## src/rtl/slt_pkg.sv

```systemverilog
// Shared definitions for the multi-cycle set-less-than unit.
//   state_t      : control FSM states (IDLE, RUN, DONE)
//   DEFAULT_*    : default operand width and slice width
//   N, IDX_W     : slice count and slice-index width for the defaults
//   idx_width()  : index width for an arbitrary slice count (never 0)
package slt_pkg;

  typedef enum logic [1:0] {
    IDLE,
    RUN,
    DONE
  } state_t;

  localparam int DEFAULT_WIDTH = 32;
  localparam int DEFAULT_CHUNK = 4;
  localparam int N             = DEFAULT_WIDTH / DEFAULT_CHUNK;
  localparam int IDX_W         = $clog2(N);

  // A single-slice configuration still needs a 1-bit index register.
  function automatic int idx_width(input int n);
    return (n > 1) ? $clog2(n) : 1;
  endfunction

endpackage

```

## src/rtl/seq_set_less_than_chunk_compare.sv

```systemverilog
// Combinational unsigned compare of one CHUNK-bit slice pair.
//   a, b : slice operands
//   lt   : a < b (unsigned)
//   eq   : a == b
module chunk_compare #(
  parameter int CHUNK = slt_pkg::DEFAULT_CHUNK
) (
  input  logic [CHUNK-1:0] a,
  input  logic [CHUNK-1:0] b,
  output logic             lt,
  output logic             eq
);

  assign lt = (a < b);
  assign eq = (a == b);

endmodule

```

## src/rtl/seq_set_less_than.sv

```systemverilog
// Multi-cycle set-less-than: compares a and b one CHUNK-bit slice per cycle,
// most significant slice first, under a start/done handshake.
//   clk, reset : clock, synchronous active-high reset
//   start      : capture request, honoured in IDLE or DONE
//   is_signed  : 1 = two's-complement compare, 0 = unsigned
//   a, b       : operands
//   busy       : high while comparing
//   done       : one-cycle pulse when lt/eq/result become valid
//   lt, eq     : a < b, a == b (held until next decision or reset)
//   result     : zero-extended lt
module seq_set_less_than
  import slt_pkg::*;
#(
  parameter int WIDTH      = DEFAULT_WIDTH,
  parameter int CHUNK      = DEFAULT_CHUNK,
  parameter bit EARLY_EXIT = 1'b1
) (
  input  logic             clk,
  input  logic             reset,
  input  logic             start,
  input  logic             is_signed,
  input  logic [WIDTH-1:0] a,
  input  logic [WIDTH-1:0] b,
  output logic             busy,
  output logic             done,
  output logic             lt,
  output logic             eq,
  output logic [WIDTH-1:0] result
);

  localparam int              SLICES    = WIDTH / CHUNK;
  localparam int              IW        = idx_width(SLICES);
  localparam logic [IW-1:0]   LAST_IDX  = IW'(SLICES - 1);
  localparam logic [WIDTH-1:0] SIGN_BIT = {1'b1, {(WIDTH-1){1'b0}}};

  state_t           state_q, state_d;
  logic [WIDTH-1:0] a_q, a_d, b_q, b_d;
  logic [IW-1:0]    idx_q, idx_d;
  logic             found_q, found_d;        // a differing slice already seen
  logic             first_lt_q, first_lt_d;  // lt of that first difference
  logic             lt_q, lt_d, eq_q, eq_d;

  // Slice select: shift the wanted slice to the top, then take the top CHUNK bits.
  logic [WIDTH-1:0] a_sh, b_sh;
  logic [CHUNK-1:0] a_slice, b_slice;
  logic             slice_lt, slice_eq;

  assign a_sh    = a_q << (int'(idx_q) * CHUNK);
  assign b_sh    = b_q << (int'(idx_q) * CHUNK);
  assign a_slice = a_sh[WIDTH-1 -: CHUNK];
  assign b_slice = b_sh[WIDTH-1 -: CHUNK];

  chunk_compare #(.CHUNK(CHUNK)) u_cmp (
    .a  (a_slice),
    .b  (b_slice),
    .lt (slice_lt),
    .eq (slice_eq)
  );

  always_comb begin
    // NOTE: every variable gets a default first so no path can leave it unassigned and infer a latch.
    state_d    = state_q;
    a_d        = a_q;
    b_d        = b_q;
    idx_d      = idx_q;
    found_d    = found_q;
    first_lt_d = first_lt_q;
    lt_d       = lt_q;
    eq_d       = eq_q;

    unique case (state_q)
      IDLE, DONE: begin
        if (start) begin
          // Flipping the sign bit of both operands maps two's-complement
          // order onto unsigned order, so RUN only ever does unsigned compares.
          a_d        = is_signed ? (a ^ SIGN_BIT) : a;
          b_d        = is_signed ? (b ^ SIGN_BIT) : b;
          idx_d      = '0;
          found_d    = 1'b0;
          first_lt_d = 1'b0;
          state_d    = RUN;
        end else if (state_q == DONE) begin
          state_d = IDLE;
        end
      end

      RUN: begin
        if (EARLY_EXIT && !slice_eq) begin
          lt_d    = slice_lt;
          eq_d    = 1'b0;
          state_d = DONE;
        end else if (idx_q == LAST_IDX) begin
          // An earlier difference outranks whatever the last slice says.
          lt_d    = found_q ? first_lt_q : slice_lt;
          eq_d    = !found_q && slice_eq;
          state_d = DONE;
        end else begin
          if (!slice_eq && !found_q) begin
            found_d    = 1'b1;
            first_lt_d = slice_lt;
          end
          idx_d = idx_q + IW'(1);
        end
      end

      default: state_d = IDLE;
    endcase
  end

  always_ff @(posedge clk) begin
    // NOTE: non-blocking assignments so every register samples pre-edge values regardless of statement order.
    if (reset) begin
      state_q    <= IDLE;
      idx_q      <= '0;
      found_q    <= 1'b0;
      first_lt_q <= 1'b0;
      lt_q       <= 1'b0;
      eq_q       <= 1'b0;
    end else begin
      state_q    <= state_d;
      idx_q      <= idx_d;
      found_q    <= found_d;
      first_lt_q <= first_lt_d;
      lt_q       <= lt_d;
      eq_q       <= eq_d;
    end
  end

  // NOTE: operand registers are deliberately not reset; they are always written at capture before being read.
  always_ff @(posedge clk) begin
    a_q <= a_d;
    b_q <= b_d;
  end

  assign busy   = (state_q == RUN);
  assign done   = (state_q == DONE);
  assign lt     = lt_q;
  assign eq     = eq_q;
  assign result = {{(WIDTH-1){1'b0}}, lt_q};

endmodule

```

## config.mk

```make
export PLATFORM = sky130hd
export DESIGN_NAME = seq_set_less_than
export DESIGN_NICKNAME = d
export VERILOG_FILES = /design/src/rtl/slt_pkg.sv /design/src/rtl/seq_set_less_than_chunk_compare.sv /design/src/rtl/seq_set_less_than.sv
export SDC_FILE = /design/constraint.sdc
export NUM_CORES = 1
export LEC_CHECK = 0
export CAP_MARGIN = 10
export CELL_PAD_IN_SITES_DETAIL_PLACEMENT = 1
export CELL_PAD_IN_SITES_GLOBAL_PLACEMENT = 2
export CORE_ASPECT_RATIO = 0.5
export CORE_MARGIN = 2
export CORE_UTILIZATION = 34
export DETAILED_ROUTE_END_ITERATION = 10
export PLACE_DENSITY_LB_ADDON = 0.1
export SYNTH_ARGS = -nofsm -noshare
export SYNTH_HDL_FRONTEND = slang
export SYNTH_HIERARCHICAL = 1
export SYNTH_SLANG_ARGS = --single-unit
```

## constraint.sdc

```tcl
create_clock -name clk -period 7.5 [get_ports clk]
set_input_delay 2.25 -clock clk [delete_from_list [all_inputs] [get_ports clk]]
set_output_delay 2.25 -clock clk [all_outputs]
set_load 0.01 [all_outputs]
```

==> results of run 1 <==
## kinds of logic (layout without fill, tap and decap cells)
family | Yosys count | in the layout | share of synthesized area, %
compound gates | 11 | 11 | 2.17
xor+xnor | 2 | 2 | 0.543
flops | 73 | 73 | 65.2
buf+inv | 45 | 94 | 9.74
fa+ha+maj | 6 | 6 | 2.33
mux | 25 | 25 | 16.1
other cells | 1 | 31 | 0.116
simple gates | 19 | 19 | 3.80
## synth_stat cells
library cell,number
buf_2,1
conb_1,1
nand2b_1,2
buf_1,1
clkbuf_1,3
edfxtp_1,64
o21a_1,1
mux2i_1,1
mux4_2,8
or2_2,1
a21bo_2,1
nand3_1,3
nor2b_1,2
nand4bb_1,1
buf_4,32
buf_12,1
a311oi_1,1
inv_1,6
buf_6,1
nor3b_1,2
nand4b_1,3
ha_1,6
mux2_4,8
mux4_1,8
nand2_1,3
dfxtp_1,9
xor2_1,2
a21oi_1,7
nor2_1,1
and4_1,1
a21oi_2,1
## cell type report
cell class	instances	area, sq um
inverter	6	22.5
sequential	73	2100
fill	931	5110
clock buffer	10	229
timing repair buffer	74	736
clock inverter	4	46.3
multi-input combinational	94	922
tap	121	151
## state kept, by name, indices dropped and copies added, names as in the netlist
signal,flops
idx_q,3
first_lt_q,1
state_q,2
eq,1
found_q,1
b_q,32
lt,1
a_q,32
## power breakdown
| part | switching [uW] | internal, uW | total [uW] |
|---|---|---|---|
| sequential | 5.31 | 470 | 475 |
| combinational | 36.3 | 50.4 | 86.7 |
| clock | 150 | 252 | 402 |
| total | 192 | 772 | 964 |
## worst register-to-register path, stage by stage, from the launching register on
cell	delay, ns
dfxtp_1	0.88
mux4_1	0.43
mux2_4	0.28
ha_1	0.33
and4_1	0.34
nand4bb_1	0.25
or2_2	0.34
a21oi_1	0.15
## per-layer routing
layer / vias up / GRT usage, %
met1: 807 / 13.9
met2: 74 / 19.4
met4: 0 / 5.00
li1: 788 / -
met3: 8 / 5.12
met5: - / 0
## metrics by stage
step                setup slack [ns]  cell area [sq um]
global placement                3.57               3930
floorplan                       3.44               3340
global route                    3.32               4210
finish                          3.48               4210
CTS                             3.45               4210
detailed placement              3.49               3930
## how the worst min path moves through the flow
stage,startpoint,endpoint,slack (ns),cells after the start
floorplan,first_lt_q,first_lt_q,0.46,1
global placement,first_lt_q,first_lt_q,0.46,1
detailed placement,first_lt_q,first_lt_q,0.47,1
CTS,first_lt_q,first_lt_q,0.48,1
global route,first_lt_q,first_lt_q,0.50,1
finish,first_lt_q,first_lt_q,0.47,1
## cells in the final DEF, fill, tap and decap left out, types with 2 or more instances in the layout
master,n
a21oi_1,7
buf_4,2
clkbuf_16,9
clkdlybuf4s50_1,72
conb_1,31
dfxtp_1,9
edfxtp_1,64
ha_1,6
inv_1,5
mux2_4,8
mux4_1,8
mux4_2,8
nand2_1,3
nand2b_1,2
nand3_1,3
nand4b_1,3
nor2b_1,2
nor3b_1,2
xor2_1,2
==> flow_summary_export.csv, run 1 <==
group,metric,value,unit
worst_setup_path,endpoint,"busy",
worst_setup_path,slowest_delay,0.64,ns
cells_and_area,areaGrowthSynthToFinish,30.5,%
floorplan,die_y,72.9,um
timing,max_slew_margin,41.5,%
timing,hold_viol,0,
worst_setup_path,reg2reg_depth,7,
cells_and_area,layout-drive-gt1-share,13.0,%
synth,seq_area_frac_synth,65.2,%
route,highest_layer,"met4",
synth,yosysTopAreaCell,"edfxtp_1",
worst_setup_path,path_class,"register to output port",
placement,portBuffers,72,
pwr,leakage,0.00152,uW
timing,skew,0.00712,ns
grt,grt_first_pass_wirelength,8.81,mm
route,dr_wl_met2,2.70,mm
cells_and_area,post-route-util,45.2,%
clocking,clk_latency,0.33,ns
timing,worstMarginPinSlew,0.876,ns
timing,max_freq,248,MHz
worst_setup_path,path_cells,"nor2b_1, clkdlybuf4s50_1",
clocking,h-tree-depth,3,
cells_and_area,final_cells,382,
timing,period_share,53.7,%
worst_setup_path,worst-r2r-setup-slack,4.42,ns
grt,grt_max_degree,67,
worst_setup_path,cp.arrival,1.77,ns
route,vias,1677,
route,ant_nets,0,
synth,syn-mean-instance-area,17.7,sq um
floorplan,rows,25,
clocking,postCtsHoldBufs,0,
grt,grt_overflow,0,
worst_setup_path,crit_fanout,8,
clocking,clockBufferDepth,2,
worst_setup_path,cp.depth,2,
floorplan,coreArea,9320,sq um
worst_setup_path,start_kind,"register",
worst_setup_path,crit_start,"state_q[0]",
route,wl_met3,409,um
synth,synth_seq_cells,73,
timing,setup_viol,0,
pwr,vdd_drop_max,0.111,mV
synth,netlist_instances,182,
clocking,cts_root_buf,"clkbuf_16",
pwr,finalPower,964,uW
timing,hold_slack,0.473,ns
placement,place_congestion,0.694,
clocking,cts.clk_slew.worst_paths,0.05,ns
clocking,clkSinkCount,73,
route,viasPerCell,4.39,
timing,finalCriticalPeriod,4.02,ns
synth,yosysWarnings,6,
placement,dp.cells,368,
hold_path,hold_class,"register to register",
grt,grt_util_all_layers,11.8,%
floorplan,die_area,10300,sq um
route,wire_per_inst,15.0,um
route,drc,0,
synth,netlist_area,3230,sq um
timing,drv_slew,0,
worst_setup_path,critPathTopFamily,"buffers and inverters",
grt,grt_pass1_vias,1789,
grt,antenna_found_initial,0,
outcome,outcome,"complete, no violations",
timing,tns,0,ns
route,wl,5.71,mm
route,dr.pass1.iters,4,
synth,synth_top_area_share,59.6,%
synth,ys_top_cells_by_area,"edfxtp_1, buf_4, mux4_1",
route,drt-initial-drc-count,106,
floorplan,initial_core_util,34.6,%
worst_setup_path,cp_data_required_time,5.25,ns
placement,dp_hpwl,3.95,mm
flow_run,cap_violations,0,
clocking,cts_resized,0,
timing,rsz0062_at_grt,"false",
floorplan,ios,104,
worst_setup_path,worstSetupEndpointType,"output port",
clocking,cts_setup_buffers,0,
worst_setup_path,critical-path-slowest-cell,"clkdlybuf4s50_1",
worst_setup_path,r2r-end,"idx_q[0]",
worst_setup_path,critPathBufInv,1,
route,wl_met1,2.54,mm
floorplan,die_x,142,um
cells_and_area,nNetsFinal,332,
pwr,power.density,229,nW/um^2
synth,synth_cell_type_count,31,
clocking,cts_tree,"built",
cells_and_area,diodes,0,
clocking,cts_made_buffers,9,
worst_setup_path,rr_startpoint,"idx_q[1]",
Power figures use the tool's default switching activity.
==> run 2: changes to the inputs <==
--- a/config.mk
+++ b/config.mk
@@ -10,7 +10,7 @@
 export CELL_PAD_IN_SITES_GLOBAL_PLACEMENT = 2
 export CORE_ASPECT_RATIO = 0.5
 export CORE_MARGIN = 2
-export CORE_UTILIZATION = 34
+export CORE_UTILIZATION = 29
 export DETAILED_ROUTE_END_ITERATION = 10
 export PLACE_DENSITY_LB_ADDON = 0.1
 export SYNTH_ARGS = -nofsm -noshare
==> constraint.sdc (replaced) <==
create_clock -name clk -period 3.65 [get_ports clk]
set_input_delay 1.095 -clock clk [delete_from_list [all_inputs] [get_ports clk]]
set_output_delay 1.095 -clock clk [all_outputs]
set_load 0.01 [all_outputs]
==> flow_summary_export.csv, run 2 (synthesized netlist as in run 1, its figures left out) <==
group,metric,value,unit
outcome,outcome,"complete, no violations",
timing,setup_viol,0,
timing,rsz0062_at_grt,"false",
clocking,clockBufferDepth,2,
worst_setup_path,worstSetupEndpointType,"register",
floorplan,ios,104,
cells_and_area,reg.largest.list,"a_q: 32 flops, b_q: 32 flops, idx_q: 3 flops",
hold_path,hold_class,"register to register",
timing,tns,0,ns
floorplan,initial_core_util,29.6,%
cells_and_area,mostFrequentLayoutCell,"clkdlybuf4s50_1",
grt,antenna_found_initial,0,
placement,dp_hpwl,4.07,mm
clocking,h-tree-depth,3,
timing,max_freq,335,MHz
placement,place_congestion,0.689,
worst_setup_path,path_class,"register to register",
placement,portBuffers,72,
pwr,seq_power_share,48.1,%
hold_path,holdPathStages,1,
timing,hold_viol,0,
cells_and_area,layout-drive-gt1-share,15.1,%
grt,grt_first_pass_wirelength,8.67,mm
flow_run,cap_violations,0,
clocking,cts_tree,"built",
pwr,swShare,21.0,%
floorplan,die_y,78.6,um
grt,grt_pass1_vias,1712,
worst_setup_path,crit_fanout,19,
route,viasPerCell,4.07,
route,ant_nets,0,
cells_and_area,diodes,0,
cells_and_area,layout_common_cells,"clkdlybuf4s50_1, edfxtp_1, conb_1, clkbuf_16, dfxtp_1",
pwr,vdd_drop_max,0.235,mV
cells_and_area,fillers,1113,
worst_setup_path,start_kind,"register",
clocking,clk_latency,0.33,ns
clocking,cts_resized,0,
route,wl,5.61,mm
cells_and_area,areaGrowthSynthToFinish,33.1,%
grt,grt_util_all_layers,9.76,%
pwr,clkPwrFrac,43.1,%
floorplan,die_area,12000,sq um
clocking,cts_setup_buffers,0,
worst_setup_path,reg2reg_depth,8,
timing,finalCriticalPeriod,2.98,ns
worst_setup_path,cp.arrival,3.23,ns
route,drt-initial-drc-count,38,
worst_setup_path,cp_data_required_time,3.90,ns
route,wire_per_inst,13.7,um
pwr,net-switching-power,426,uW
clocking,cts_root_buf,"clkbuf_16",
pwr,comb_power_share,8.8,%
timing,drv_slew,0,
clocking,cts_made_buffers,9,
clocking,postCtsHoldBufs,0,
route,drc,0,
pwr,p_int,1600,uW
timing,worstMarginPinSlew,0.698,ns
route,dr.pass1.iters,4,
pwr,leakage,0.00155,uW
floorplan,rows,27,
pwr,power.density,473,nW/um^2
timing,skew,0.00575,ns
route,vias,1670,
timing,period_share,81.7,%
pwr,finalPower,2030,uW
cells_and_area,nNetsFinal,334,
floorplan,coreArea,10900,sq um
grt,grt_overflow,0,
clocking,cts.clk_slew.worst_paths,0.06,ns
timing,max_slew_margin,53.4,%
clocking,clkSinkCount,73,
grt,grt_max_degree,67,
floorplan,die_x,153,um
[run 2: critical path, stage by stage, from the launching register on]
cell and delay (ns):
dfxtp_1 0.31, buf_4 0.32, mux4_1 0.59, mux2_4 0.28, ha_1 0.33, and4_1 0.33
nand4bb_1 0.25, or2_2 0.35, a21oi_1 0.15
[run 2: final timing paths]
| check | start | to | slack, ns |
|---|---|---|---|
| worst min-delay path | first_lt_q | first_lt_q | 0.48 |
| worst max-delay path | idx_q[0] | idx_q[0] | 0.67 |
| worst min register to register | first_lt_q | first_lt_q | 0.48 |
| worst max register to register | idx_q[0] | idx_q[0] | 0.67 |
[run 2: through the flow]
step                      util, %  cell area, sq um  hold WS [ns]  std cells  worst slack (ns)
after detailed placement     36.6              3990         0.470        394             0.665
after global placement       36.6              3990         0.467        394             0.767
after floorplan                 -              3340         0.457        212             0.740
after global routing         39.4              4290         0.498        410             0.497
after CTS                    39.4              4290         0.479        410             0.641
final                        39.4              4290         0.480        410             0.669
[run 2: final cells by class]
cell class	instances	area, sq um	area share (%)
Clock buffer	9	225	5.24
Clock inverter	7	77.6	1.81
Inverter	6	22.5	0.524
Multi-Input combinational cell	94	922	21.5
Sequential cell	73	2100	49.0
Tap cell	145	181	4.22
Timing Repair Buffer	76	763	17.8
[run 2: power groups by stage]
stage,clock network [uW],logic (uW),registers (uW)
floorplan,0,107,991
global placement,0,181,993
detailed placement,0,183,994
CTS,902,183,976
global route,942,196,979
finish,875,179,975
[run 2: routing by layer]
| layer | vias up | GRT usage (%) | wire length (um) |
|---|---|---|---|
| met5 | - | 0 | 0 |
| met4 | 0 | 4.17 | 71 |
| met3 | 9 | 4.03 | 419 |
| met2 | 76 | 15.1 | 2520 |
| met1 | 791 | 12.1 | 2590 |
| li1 | 794 | - | - |
